[src/rtl/spi_rx_pkg.sv]
// Shared constants and FSM encoding for the SPI receiver.
package spi_rx_pkg;

    localparam int unsigned CLK_FREQ       = 50_000_000;
    localparam int unsigned DEFAULT_DATA_W = 8;

    typedef enum logic {
        IDLE = 1'b0,
        RECV = 1'b1
    } state_t;

endpackage

[src/rtl/sync_ff.sv]
// Multi-stage flip-flop synchronizer for a single asynchronous input bit.
module sync_ff #(
    parameter int STAGES = 2
) (
    input  logic clk,
    input  logic reset_n,
    input  logic d,
    output logic q
);

    logic [STAGES-1:0] r_ff;

    always_ff @(posedge clk or negedge reset_n) begin
        if (!reset_n) begin
            r_ff <= '0;
        end else begin
            r_ff <= {r_ff[STAGES-2:0], d};
        end
    end

    assign q = r_ff[STAGES-1];

endmodule

[src/rtl/spi_rx.sv]
// SPI mode-0 receiver: synchronizes scl/sda/cs, shifts bits MSB first and
// presents each completed word with valid/overrun handshake and frame error pulse.
module spi_rx
    import spi_rx_pkg::*;
#(
    parameter int DATA_W      = DEFAULT_DATA_W,
    parameter int SYNC_STAGES = 2
) (
    input  logic              clk,
    input  logic              reset_n,
    input  logic              scl,
    input  logic              sda,
    input  logic              cs,
    input  logic              rd_en,
    output logic [DATA_W-1:0] data_out,
    output logic              valid,
    output logic              overrun,
    output logic              frame_err
);

    localparam int CNT_W = (DATA_W > 1) ? $clog2(DATA_W) : 1;
    localparam logic [CNT_W-1:0] LAST_BIT = CNT_W'(DATA_W - 1);

    logic w_scl_sync;
    logic w_sda_sync;
    logic w_cs_sync;
    logic w_scl_rise;
    logic [DATA_W-1:0] w_shift_next;

    state_t            r_state;
    logic              r_scl_prev;
    logic [DATA_W-2:0] r_shift;
    logic [CNT_W-1:0]  r_cnt;
    logic [DATA_W-1:0] r_data;
    logic              r_valid;
    logic              r_overrun;
    logic              r_frame_err;

    sync_ff #(.STAGES(SYNC_STAGES)) u_sync_scl (
        .clk     (clk),
        .reset_n (reset_n),
        .d       (scl),
        .q       (w_scl_sync)
    );

    sync_ff #(.STAGES(SYNC_STAGES)) u_sync_sda (
        .clk     (clk),
        .reset_n (reset_n),
        .d       (sda),
        .q       (w_sda_sync)
    );

    sync_ff #(.STAGES(SYNC_STAGES)) u_sync_cs (
        .clk     (clk),
        .reset_n (reset_n),
        .d       (cs),
        .q       (w_cs_sync)
    );

    assign w_scl_rise   = w_scl_sync & ~r_scl_prev;
    // Only DATA_W-1 bits are stored; the incoming bit completes the word.
    assign w_shift_next = {r_shift, w_sda_sync};

    always_ff @(posedge clk or negedge reset_n) begin
        if (!reset_n) begin
            r_state     <= IDLE;
            r_scl_prev  <= 1'b0;
            r_shift     <= '0;
            r_cnt       <= '0;
            r_data      <= '0;
            r_valid     <= 1'b0;
            r_overrun   <= 1'b0;
            r_frame_err <= 1'b0;
        end else begin
            r_scl_prev  <= w_scl_sync;
            r_frame_err <= 1'b0;

            if (rd_en && r_valid) begin
                r_valid <= 1'b0;
            end
            if (rd_en && r_overrun) begin
                r_overrun <= 1'b0;
            end

            case (r_state)
                IDLE: begin
                    if (!w_cs_sync) begin
                        r_state <= RECV;
                        r_cnt   <= '0;
                        r_shift <= '0;
                    end
                end
                RECV: begin
                    if (w_cs_sync) begin
                        r_state <= IDLE;
                        r_cnt   <= '0;
                        r_shift <= '0;
                        if (r_cnt != '0) begin
                            r_frame_err <= 1'b1;
                        end
                    end else if (w_scl_rise) begin
                        r_shift <= w_shift_next[DATA_W-2:0];
                        if (r_cnt == LAST_BIT) begin
                            r_cnt   <= '0;
                            r_data  <= w_shift_next;
                            // Completion wins over a same-cycle read.
                            r_valid <= 1'b1;
                            if (r_valid && !rd_en) begin
                                r_overrun <= 1'b1;
                            end
                        end else begin
                            r_cnt <= r_cnt + 1'b1;
                        end
                    end
                end
                default: r_state <= IDLE;
            endcase
        end
    end

    assign data_out  = r_data;
    assign valid     = r_valid;
    assign overrun   = r_overrun;
    assign frame_err = r_frame_err;

endmodule

[config.mk]
export PLATFORM = sky130hd
export DESIGN_NAME = spi_rx
export DESIGN_NICKNAME = d
export VERILOG_FILES = /design/src/rtl/spi_rx_pkg.sv /design/src/rtl/sync_ff.sv /design/src/rtl/spi_rx.sv
export SDC_FILE = /design/constraint.sdc
export NUM_CORES = 1
export LEC_CHECK = 0
export BUFFER_PORTS_ARGS = -buffer_cell sky130_fd_sc_hd__clkbuf_2
export CAP_MARGIN = 20
export CORE_UTILIZATION = 40
export DETAILED_ROUTE_END_ITERATION = 12
export PLACE_DENSITY_LB_ADDON = 0.25
export SLEW_MARGIN = 40
export SYNTH_ARGS = -nofsm -noshare
export SYNTH_HDL_FRONTEND = slang
export SYNTH_SLANG_ARGS = --single-unit
[constraint.sdc]
create_clock -name clk -period 2 [get_ports clk]
set_input_delay 0.2 -clock clk [delete_from_list [all_inputs] [get_ports clk]]
set_output_delay 0.2 -clock clk [all_outputs]
set_load 0.01 [all_outputs]
==> results.json, run 1 <==
{
  "worstPathRequired_ns": 2.22,
  "internal-power_w": 0.0007461,
  "relative_contribution_of_the_clock_network_to_total_power_pct": 34.1,
  "critical_path.slowest_cell": "sky130_fd_sc_hd__and4bb_4",
  "route.final.wire_length_um": 1716,
  "starting_utilization_of_the_core_area_pct": 43.12,
  "cts_max_path_buffers": 2,
  "drt_first_pass_iters": 4,
  "drt-vias-per-instance": 4.961,
  "ys.warnings.count": 0,
  "p_leak_nw": 0.7016,
  "rr_worst_depth": 3,
  "r2r_slack_ns": 0.54,
  "htree_levels": 2,
  "finish.cell_count_without_fillers": 127,
  "pin_count": 17,
  "maximum_number_of_pins_on_one_net_before_global_route_repair": 30,
  "max_clock_freq_mhz": 684.9,
  "tritoncts.num_buffers": 5,
  "startpoint_type": "flop",
  "placed_cells_incl_taps": 115,
  "detailroute.via_count": 630,
  "clkSlewWorstSetupHoldPaths_ns": 0.10,
  "globalRoute.totalOverflow": 0,
  "ys_seq_area_share_pct": 66.13,
  "power_frac_comb_pct": 4.1,
  "critical_path.max_stage_delay_ns": 0.45,
  "setup.worst_path.end_class": "flop",
  "power.switching_fraction_pct": 23.66,
  "placement.io_buffers": 16,
  "multi_input_gate_area_in_the_final_layout_um2": 345.3,
  "power.ir.vdd_worst_mv": 0.4883,
  "fp.dieArea_mm2": 0.002957,
  "grt_first_pass_wirelength_um": 2794,
  "coreArea_mm2": 0.002545,
  "multiplexer_area_fraction_after_synthesis_pct": 10.95,
  "cap_viol_max_count": 0,
  "cp_num_buf_inv": 0,
  "postSynthRegisterBits": 29,
  "worstReg2RegStart": "u_sync_cs.r_ff[1]$_DFF_PN0_",
  "worstSkewPairLatency_ns": 0.33,
  "hold_path_class": "input port to flop",
  "drive_above_1_share_pct": 35.05,
  "layout.nets": 106,
  "crit_fanout": 13,
  "synth.top_cell.area_share_pct": 66.13,
  "synthXorXnorAreaFrac_pct": 0,
  "antenna_violating_nets_post_route": 0,
  "arrival_ns": 1.68,
  "report.final.slew_viol_count": 0,
  "synthDistinctLibCells": 17,
  "synth_nets": 80,
  "timing.final.hold_violations": 0,
  "worst_clk_skew_ns": 0.01274,
  "post_synth.cell_area_avg_um2": 15.68,
  "post_drt_wl_per_cell_um": 13.51,
  "rows": 18,
  "post_synth_main_area_contributors": "sky130_fd_sc_hd__dfrtp_1 (66%), sky130_fd_sc_hd__mux2_4 (11%), sky130_fd_sc_hd__a22o_1 (8.0%)",
  "cell_breakdown_of_the_critical_path": "and4bb_4, nand2_4, mux2_4",
  "area_fraction_in_compound_gates_after_synthesis_pct": 10.26,
  "power.switching_w": 0.0002312,
  "tritoncts_clock_tree": "done",
  "seq_power_share_pct": 61.8,
  "place_congestion": 0.6987,
  "seqCellArea_um2": 725.7,
  "hold_path_end": "overrun$_DFF_PN0_",
  "aggregate_negative_setup_slack_ns": 0,
  "top_family_by_delay_on_critical_path": "simple AND/OR/NAND/NOR gates",
  "first_global_vias": 572,
  "synth_area_leader_cell": "sky130_fd_sc_hd__dfrtp_1",
  "post-route-drc-count": 0,
  "antenna_found_initial": 0,
  "fin_crit_ns": 1.460,
  "total_power_density_per_cell_area_mw_per_mm2": 752.4,
  "yosys.area_share.simple_pct": 5.701,
  "synth_adder_area_share_pct": 4.561,
  "rsz0062_at_grt": "false",
  "gate_count_after_technology_mapping": 70,
  "synthesis_to_layout_area_growth_pct": 18.36,
  "die_width_um": 54.38,
  "tritoncts_num_sinks": 29,
  "setup_viol": 0,
  "detailedRoute.firstIterationViolations": 6,
  "regToRegEndpoint": "data_out[3]$_DFFE_PN0P_",
  "tightest_slew_ns": 0.6919,
  "final.fill_count": 227,
  "layout.cells.most_common": "sky130_fd_sc_hd__dfrtp_1",
  "min_delay_path_depth": 2,
  "timing.hold.worst.start": "rd_en",
  "dominant_combinational_cell_family_by_area_after_synthesis": "multiplexers",
  "globalRouteTotalUtil_pct": 14.75,
  "relSlewSlack_pct": 53.87,
  "period_share_pct": 73.00,
  "dpl.hpwl_um": 1109,
  "clockRootBuffer": "sky130_fd_sc_hd__clkbuf_4",
  "synthesis.area_mm2": 0.001097,
  "setup.worst_path.class": "flop to flop",
  "leading_cell_types_in_the_layout_fill_and_taps_excluded": "sky130_fd_sc_hd__dfrtp_1 (29), sky130_fd_sc_hd__clkbuf_2 (16), sky130_fd_sc_hd__a22o_1 (10), sky130_fd_sc_hd__mux2_4 (8)",
  "floorplan.die.height_um": 54.38,
  "run_status": "finished clean",
  "antenna_cells_inserted": 0
}
-- power by group through the flow --
stage / Combinational [W] / Clock (W) / Sequential [W]
finish: 0.0000403 / 0.000333 / 0.000603
global route: 0.0000461 / 0.000378 / 0.000606
floorplan: 0.0000156 / 0 / 0.000613
CTS: 0.0000417 / 0.000348 / 0.000604
global placement: 0.0000345 / 0 / 0.000614
detailed placement: 0.0000355 / 0 / 0.000615
-- how the worst max path moves through the flow --
stage	cells after the start	from	slack, ns	to
6_report	3	u_sync_cs.r_ff[1]$_DFF_PN0_	0.54	data_out[3]$_DFFE_PN0P_
3_5_place_dp	3	u_sync_cs.r_ff[1]$_DFF_PN0_	0.54	data_out[3]$_DFFE_PN0P_
3_3_place_gp	3	u_sync_cs.r_ff[1]$_DFF_PN0_	0.58	data_out[0]$_DFFE_PN0P_
2_1_floorplan	4	r_cnt[0]$_DFFE_PN0P_	0.62	data_out[0]$_DFFE_PN0P_
5_1_grt	3	u_sync_cs.r_ff[1]$_DFF_PN0_	0.46	data_out[3]$_DFFE_PN0P_
4_1_cts	3	u_sync_cs.r_ff[1]$_DFF_PN0_	0.52	data_out[3]$_DFFE_PN0P_
-- cells in the mapped netlist --
library cell	number
sky130_fd_sc_hd__buf_4	1
sky130_fd_sc_hd__dfrtp_1	29
sky130_fd_sc_hd__a31oi_1	1
sky130_fd_sc_hd__or2b_1	1
sky130_fd_sc_hd__o21ai_0	1
sky130_fd_sc_hd__nand2b_1	1
sky130_fd_sc_hd__ha_1	4
sky130_fd_sc_hd__a22o_1	10
sky130_fd_sc_hd__o21ai_2	1
sky130_fd_sc_hd__mux2_4	8
sky130_fd_sc_hd__nor2_1	2
sky130_fd_sc_hd__nand2_4	1
sky130_fd_sc_hd__nor2b_1	1
sky130_fd_sc_hd__and4bb_4	1
sky130_fd_sc_hd__a21oi_1	1
sky130_fd_sc_hd__nand2_1	2
sky130_fd_sc_hd__inv_1	5
-- timing repair --
item                                   4_1_cts  5_1_grt
endpoints found under the hold margin       32        0
buffers inserted                             0        0
hold buffers                                 4        0
resized for setup                            0        0
-- cells by family (layout without fill, tap and decap cells) --
kind of cell | Yosys count | count (layout)
fa+ha+maj | 4 | 4
mux | 8 | 8
simple gates | 9 | 9
buf+inv | 6 | 33
compound gates | 14 | 14
flops | 29 | 29
-- metrics by stage --
step / power [W] / util (%) / setup slack, ns / cell area [um2] / hold WS (ns)
final: 0.0009772 / 51.03 / 0.5399 / 1299 / 0.01904
after global routing: 0.001030 / 51.03 / 0.4617 / 1299 / 0.01207
after CTS: 0.0009937 / 51.03 / 0.5168 / 1299 / 0.01200
after detailed placement: 0.0006508 / 47.44 / 0.5379 / 1207 / 0.2798
after global placement: 0.0006486 / 47.44 / 0.5805 / 1207 / 0.2726
after floorplan: 0.0006290 / - / 0.6206 / 1097 / -0.09559
-- sequential cells by signal, summed over array words and instances, names as in the netlist --
| register | flops |
|---|---|
| r_cnt | 3 |
| data_out | 8 |
| r_shift | 7 |
| valid | 1 |
| u_sync_sda.r_ff | 2 |
| frame_err | 1 |
| r_scl_prev | 1 |
| overrun | 1 |
| u_sync_cs.r_ff | 2 |
| r_state | 1 |
| u_sync_scl.r_ff | 2 |
-- layer usage --
layer	share of wire (%)	up-vias	GRT usage (%)
li1	-	298	-
met1	48	307	20.14
met2	43	18	18.70
met3	5.4	7	5.833
met4	3.0	0	10.26
met5	0	-	0
-- final cells by class --
type	instances	area share (%)
tap	30	2.890
inverter	5	1.445
sequential	29	55.88
clock buffer	6	3.179
multi-input combinational	35	26.59
timing repair buffer	20	9.249
clock inverter	2	0.7707
No activity file was read; power rests on OpenSTA's default activity.
==> run 2: changes to the inputs <==
- clock period: 2 -> 1.3 ns (I/O delays scaled with it)
==> run 2 against run 1 <==
Against the previous run:
- sequential share of layout area fell by 3.6 points
- fmax rose by 13%
- clock-buffer cell count decreased by 1
- combinational power increased by 86%
- worst setup slack worse by 0.54 ns
- global-route usage shrank 0.62 points
- highest routed layer unchanged
==> results.json, run 2 (synthesized netlist as in run 1, its figures left out) <==
{
  "placement.io_buffers": 16,
  "global_route_track_usage_on_met3_pct": 8.333,
  "run_status": "finished clean",
  "worst_clk_skew_ns": 0.01230,
  "grt_first_pass_wirelength_um": 2684,
  "detailroute.via_count": 658,
  "coreArea_mm2": 0.002545,
  "final.fill_count": 226,
  "top_usage_layer": "met2",
  "cp_num_buf_inv": 0,
  "max_clock_freq_mhz": 770.7,
  "final_design_area_no_fill_mm2": 0.001389,
  "grt_util_met2_pct": 18.29,
  "tightest_slew_ns": 0.3569,
  "cts_max_path_buffers": 2,
  "layout.nets": 114,
  "globalRoute.totalOverflow": 0,
  "rsz0062_at_grt": "true",
  "globalRouteTotalUtil_pct": 14.13,
  "power.ir.vdd_worst_mv": 0.8238,
  "drt-vias-per-instance": 4.874,
  "detailedRoute.firstIterationViolations": 4,
  "maximum_number_of_pins_on_one_net_before_global_route_repair": 30,
  "critical_path.slowest_cell": "sky130_fd_sc_hd__dfrtp_1",
  "drt_first_pass_iters": 2,
  "synthesis_to_layout_area_growth_pct": 26.57,
  "floorplan.die.height_um": 54.38,
  "setup.worst_path.end_class": "flop",
  "dpl.hpwl_um": 1069,
  "first_global_vias": 611,
  "die_width_um": 54.38,
  "starting_utilization_of_the_core_area_pct": 43.12,
  "timing.final.hold_violations": 0,
  "tritoncts_clock_tree": "done",
  "place_congestion": 0.6583,
  "clockRootBuffer": "sky130_fd_sc_hd__clkbuf_4",
  "fin_crit_ns": 1.298,
  "finish.cell_count_without_fillers": 135,
  "route.final.wire_length_um": 1619,
  "total_power_density_per_cell_area_mw_per_mm2": 1097,
  "leading_cell_types_in_the_layout_fill_and_taps_excluded": "sky130_fd_sc_hd__dfrtp_1 (29), sky130_fd_sc_hd__clkbuf_2 (16), sky130_fd_sc_hd__a22o_1 (10), sky130_fd_sc_hd__mux2_4 (8), sky130_fd_sc_hd__buf_4 (7)",
  "grt.met1_usage_pct": 18.05,
  "antenna_found_initial": 0,
  "fp.dieArea_mm2": 0.002957,
  "tritoncts_num_sinks": 29,
  "hold_path_class": "input port to async pin",
  "layout.cells.most_common": "sky130_fd_sc_hd__dfrtp_1",
  "antenna_cells_inserted": 0,
  "htree_levels": 2,
  "rr_worst_depth": 4,
  "timing.critical_path.depth": 4,
  "placed_cells_incl_taps": 122,
  "startpoint_type": "flop",
  "post_drt_wl_per_cell_um": 11.99,
  "largest_register_ff_count": 8,
  "report.final.slew_viol_count": 0,
  "dpl-instance-area_mm2": 0.001275,
  "arrival_ns": 1.51,
  "setup_viol": 0,
  "pin_count": 17,
  "critical_path.max_stage_delay_ns": 0.39,
  "antenna_violating_nets_post_route": 0,
  "worstSkewPairLatency_ns": 0.33,
  "relSlewSlack_pct": 76.21,
  "clkSlewWorstSetupHoldPaths_ns": 0.10,
  "setup.worst_path.class": "flop to flop",
  "rows": 18,
  "period_share_pct": 99.82,
  "tritoncts.num_buffers": 5,
  "worstPathRequired_ns": 1.51,
  "post-route-drc-count": 0,
  "drive_above_1_share_pct": 41.90,
  "crit_fanout": 8,
  "top_family_by_delay_on_critical_path": "flip-flops",
  "cap_viol_max_count": 0,
  "p_leak_nw": 0.7204,
  "cell_breakdown_of_the_critical_path": "ha_2, ha_4, nand2_8, mux2_4"
}
[run 2: cell type report]
cell class	instances	area, um2	share of cell area, %
Sequential cell	29	725.7	52.25
Multi-Input combinational cell	35	369.1	26.58
Timing Repair Buffer	28	182.7	13.15
Clock buffer	5	37.54	2.703
Tap cell	30	37.54	2.703
Inverter	5	18.77	1.351
Clock inverter	3	17.52	1.261
[run 2: report_power, final]
group / switching [W] / total, W / internal (W)
combinational: 0.0000397 / 0.0000749 / 0.0000352
sequential: 0.00000879 / 0.000927 / 0.000918
clock: 0.000319 / 0.000522 / 0.000203
[run 2: per-layer routing]
layer | share of wire [%] | wire length, um
met5 | 0 | 0
met4 | 2.3 | 37
met3 | 5.6 | 90
met2 | 42 | 672
met1 | 51 | 819
[run 2: final timing paths]
check	from	slack, ns	end
max	r_cnt[0]$_DFFE_PN0P_	0.002	data_out[6]$_DFFE_PN0P_
min	reset_n	0.32	data_out[5]$_DFFE_PN0P_
max reg2reg	r_cnt[0]$_DFFE_PN0P_	0.002	data_out[6]$_DFFE_PN0P_
min reg2reg	u_sync_scl.r_ff[0]$_DFF_PN0_	0.35	u_sync_scl.r_ff[1]$_DFF_PN0_
max in group asynchronous	reset_n	0.70	r_state$_DFF_PN0_
min in group clk	u_sync_scl.r_ff[0]$_DFF_PN0_	0.35	u_sync_scl.r_ff[1]$_DFF_PN0_
[run 2: repair_timing]
item,4_1_cts,5_1_grt
buffers inserted,0,0
endpoints found under the hold margin,34,0
pin swaps,2,0
hold buffers,5,0
endpoints found under the setup margin,8,8
resized for setup,1,0
[run 2: worst reg2reg max path: cells and delay by family (launching register included)]
| family | cells | cell delay [ns] |
|---|---|---|
| DFF | 1 | 0.39 |
| adders and majority gates | 2 | 0.39 |
| muxes | 1 | 0.30 |
| and+or+nand+nor | 1 | 0.10 |
[run 2: metrics by stage]
stage | utilization (%) | setup slack (ns) | TNS (ns) | hold slack, ns | total power, W
5_1_grt | 54.57 | -0.04147 | -0.2319 | 0.3676 | 0.001600
3_3_place_gp | 50.10 | -0.007729 | -0.05752 | 0.1531 | 0.001008
3_5_place_dp | 50.10 | -0.04124 | -0.3090 | 0.1570 | 0.001010
6_report | 54.57 | 0.002403 | 0 | 0.3217 | 0.001524
2_1_floorplan | - | 0.0003010 | 0 | -0.1656 | 0.0009679
4_1_cts | 54.57 | -0.006894 | -0.01374 | 0.3204 | 0.001555
==> run 3: changes to the inputs <==
- RECOVER_POWER: default -> 50
==> run 3 against run 2 <==
Against the previous run:
- worst setup slack unchanged
- core utilization down 0.098 points
- sequential share of layout area up 0.094 points
- final cell count unchanged
- flip-flop and latch count unchanged
- critical path depth unchanged
- non-clock buffer count unchanged
==> results.json, run 3 (synthesized netlist as in run 1, its figures left out) <==
{
  "power.ir.vdd_worst_mv": 0.8236,
  "fin_crit_ns": 1.298,
  "grt_first_pass_wirelength_um": 2684,
  "setup_viol": 0,
  "finish.cell_count_without_fillers": 135,
  "htree_levels": 2,
  "drt-vias-per-instance": 4.874,
  "timing.hold.worst.start": "u_sync_scl.r_ff[0]$_DFF_PN0_",
  "synthesis_to_layout_area_growth_pct": 26.34,
  "starting_utilization_of_the_core_area_pct": 43.12,
  "dpl-instance-area_mm2": 0.001275,
  "cts_max_path_buffers": 2,
  "layout.cells.most_common": "sky130_fd_sc_hd__dfrtp_1",
  "drive_above_1_share_pct": 41.90,
  "min_delay_path_depth": 0,
  "worstReg2RegStart": "r_cnt[0]$_DFFE_PN0P_",
  "floorplan.die.height_um": 54.38,
  "power_frac_comb_pct": 4.8,
  "layout.nets": 114,
  "globalRoute.totalOverflow": 0,
  "pin_count": 17,
  "postcts_setup_bufs": 0,
  "tritoncts_clock_tree": "done",
  "placed_cells_incl_taps": 122,
  "hold_path_class": "flop to flop",
  "seqCellArea_um2": 725.7,
  "maximum_number_of_pins_on_one_net_before_global_route_repair": 30,
  "power.switching_fraction_pct": 24.13,
  "seq_power_share_pct": 60.8,
  "tritoncts.num_buffers": 5,
  "p_leak_nw": 0.7197,
  "relSlewSlack_pct": 53.95,
  "regToRegEndpoint": "data_out[6]$_DFFE_PN0P_",
  "internal-power_w": 0.001155,
  "placement.io_buffers": 16,
  "antenna_found_initial": 0,
  "clockRootBuffer": "sky130_fd_sc_hd__clkbuf_4",
  "r2r_slack_ns": 0.002,
  "aggregate_negative_setup_slack_ns": 0,
  "hold_path_end": "u_sync_scl.r_ff[1]$_DFF_PN0_",
  "timing.final.hold_violations": 0,
  "detailroute.via_count": 658,
  "first_global_vias": 611,
  "coreArea_mm2": 0.002545,
  "die_width_um": 54.38,
  "tritoncts_num_sinks": 29,
  "startpoint_type": "flop",
  "setup.worst_path.end_class": "flop",
  "max_clock_freq_mhz": 770.7,
  "detailedRoute.firstIterationViolations": 4,
  "drt_first_pass_iters": 2,
  "power.switching_w": 0.0003674,
  "antenna_violating_nets_post_route": 0,
  "crit_fanout": 8,
  "utilization_pct": 54.47,
  "cap_viol_max_count": 0,
  "dpl.hpwl_um": 1069,
  "post_drt_wl_per_cell_um": 11.99,
  "final.fill_count": 227,
  "route.final.wire_length_um": 1618,
  "rr_worst_depth": 4,
  "largest_register_ff_count": 8,
  "clkSlewWorstSetupHoldPaths_ns": 0.09,
  "antenna_cells_inserted": 0,
  "final_design_area_no_fill_mm2": 0.001386,
  "relative_contribution_of_the_clock_network_to_total_power_pct": 34.3,
  "worst_clk_skew_ns": 0.01230,
  "arrival_ns": 1.51,
  "setup.worst_path.class": "flop to flop",
  "period_share_pct": 99.82,
  "post-route-drc-count": 0,
  "worstPathRequired_ns": 1.51,
  "total_power_w": 0.001523,
  "worstSkewPairLatency_ns": 0.33,
  "total_power_density_per_cell_area_mw_per_mm2": 1098,
  "tightest_slew_ns": 0.6907,
  "multi_input_gate_area_in_the_final_layout_um2": 369.1,
  "place_congestion": 0.6583,
  "run_status": "finished clean",
  "fp.dieArea_mm2": 0.002957,
  "globalRouteTotalUtil_pct": 14.13,
  "report.final.slew_viol_count": 0,
  "rows": 18,
  "leading_cell_types_in_the_layout_fill_and_taps_excluded": "sky130_fd_sc_hd__dfrtp_1 (29), sky130_fd_sc_hd__clkbuf_2 (17), sky130_fd_sc_hd__a22o_1 (10), sky130_fd_sc_hd__mux2_4 (8), sky130_fd_sc_hd__buf_4 (6)",
  "rsz0062_at_grt": "true"
}
[run 3: per-stage QoR]
stage / hold WS (ns) / setup slack [ns]
after floorplan: -0.1656 / 0.0003010
after global placement: 0.1531 / -0.007729
after detailed placement: 0.1570 / -0.04124
after CTS: 0.3204 / -0.006894
after global routing: 0.3676 / -0.04147
final: 0.3544 / 0.002403
[run 3: repair_timing]
action,4_1_cts,5_1_grt
setup endpoints to repair,8,8
resized for setup,1,0
hold buffers,5,0
hold endpoints to repair,34,0
pin swaps,2,0
[run 3: area by class of cell]
cell class / instances / share of cell area [%]
clock buffer: 5 / 2.708
tap: 30 / 2.708
clock inverter: 3 / 1.264
inverter: 5 / 1.354
timing repair buffer: 28 / 13.00
sequential: 29 / 52.35
multi-input combinational: 35 / 26.62
[run 3: worst max-delay path by stage]
stage,cells after the start,from,to
after detailed placement,4,r_cnt[1]$_DFFE_PN0P_,data_out[0]$_DFFE_PN0P_
final,4,r_cnt[0]$_DFFE_PN0P_,data_out[6]$_DFFE_PN0P_
after floorplan,4,r_cnt[0]$_DFFE_PN0P_,data_out[0]$_DFFE_PN0P_
after global placement,4,r_cnt[1]$_DFFE_PN0P_,data_out[0]$_DFFE_PN0P_
after global routing,4,r_cnt[0]$_DFFE_PN0P_,data_out[6]$_DFFE_PN0P_
after CTS,4,r_cnt[0]$_DFFE_PN0P_,data_out[6]$_DFFE_PN0P_
[run 3: power groups by stage]
| stage | clock network (W) | registers (W) | logic, W |
|---|---|---|---|
| finish | 0.000522 | 0.000927 | 0.0000738 |
| global placement | 0 | 0.000944 | 0.0000642 |
| CTS | 0.000550 | 0.000927 | 0.0000776 |
| detailed placement | 0 | 0.000945 | 0.0000653 |
| floorplan | 0 | 0.000944 | 0.0000242 |
| global route | 0.000584 | 0.000929 | 0.0000858 |
[run 3: layer usage]
| metal | global-route usage [%] | wire, um | vias to the layer above |
|---|---|---|---|
| met2 | 18.29 | 672 | 18 |
| met5 | 0 | 0 | - |
| met3 | 8.333 | 90 | 6 |
| li1 | - | - | 312 |
| met1 | 18.05 | 818 | 322 |
| met4 | 7.692 | 37 | 0 |
[run 3: worst max-delay path, cell delays in order (launching register included)]
cell,delay [ns]
sky130_fd_sc_hd__dfrtp_1,0.39
sky130_fd_sc_hd__ha_2,0.21
sky130_fd_sc_hd__ha_4,0.18
sky130_fd_sc_hd__nand2_8,0.10
sky130_fd_sc_hd__mux2_4,0.30
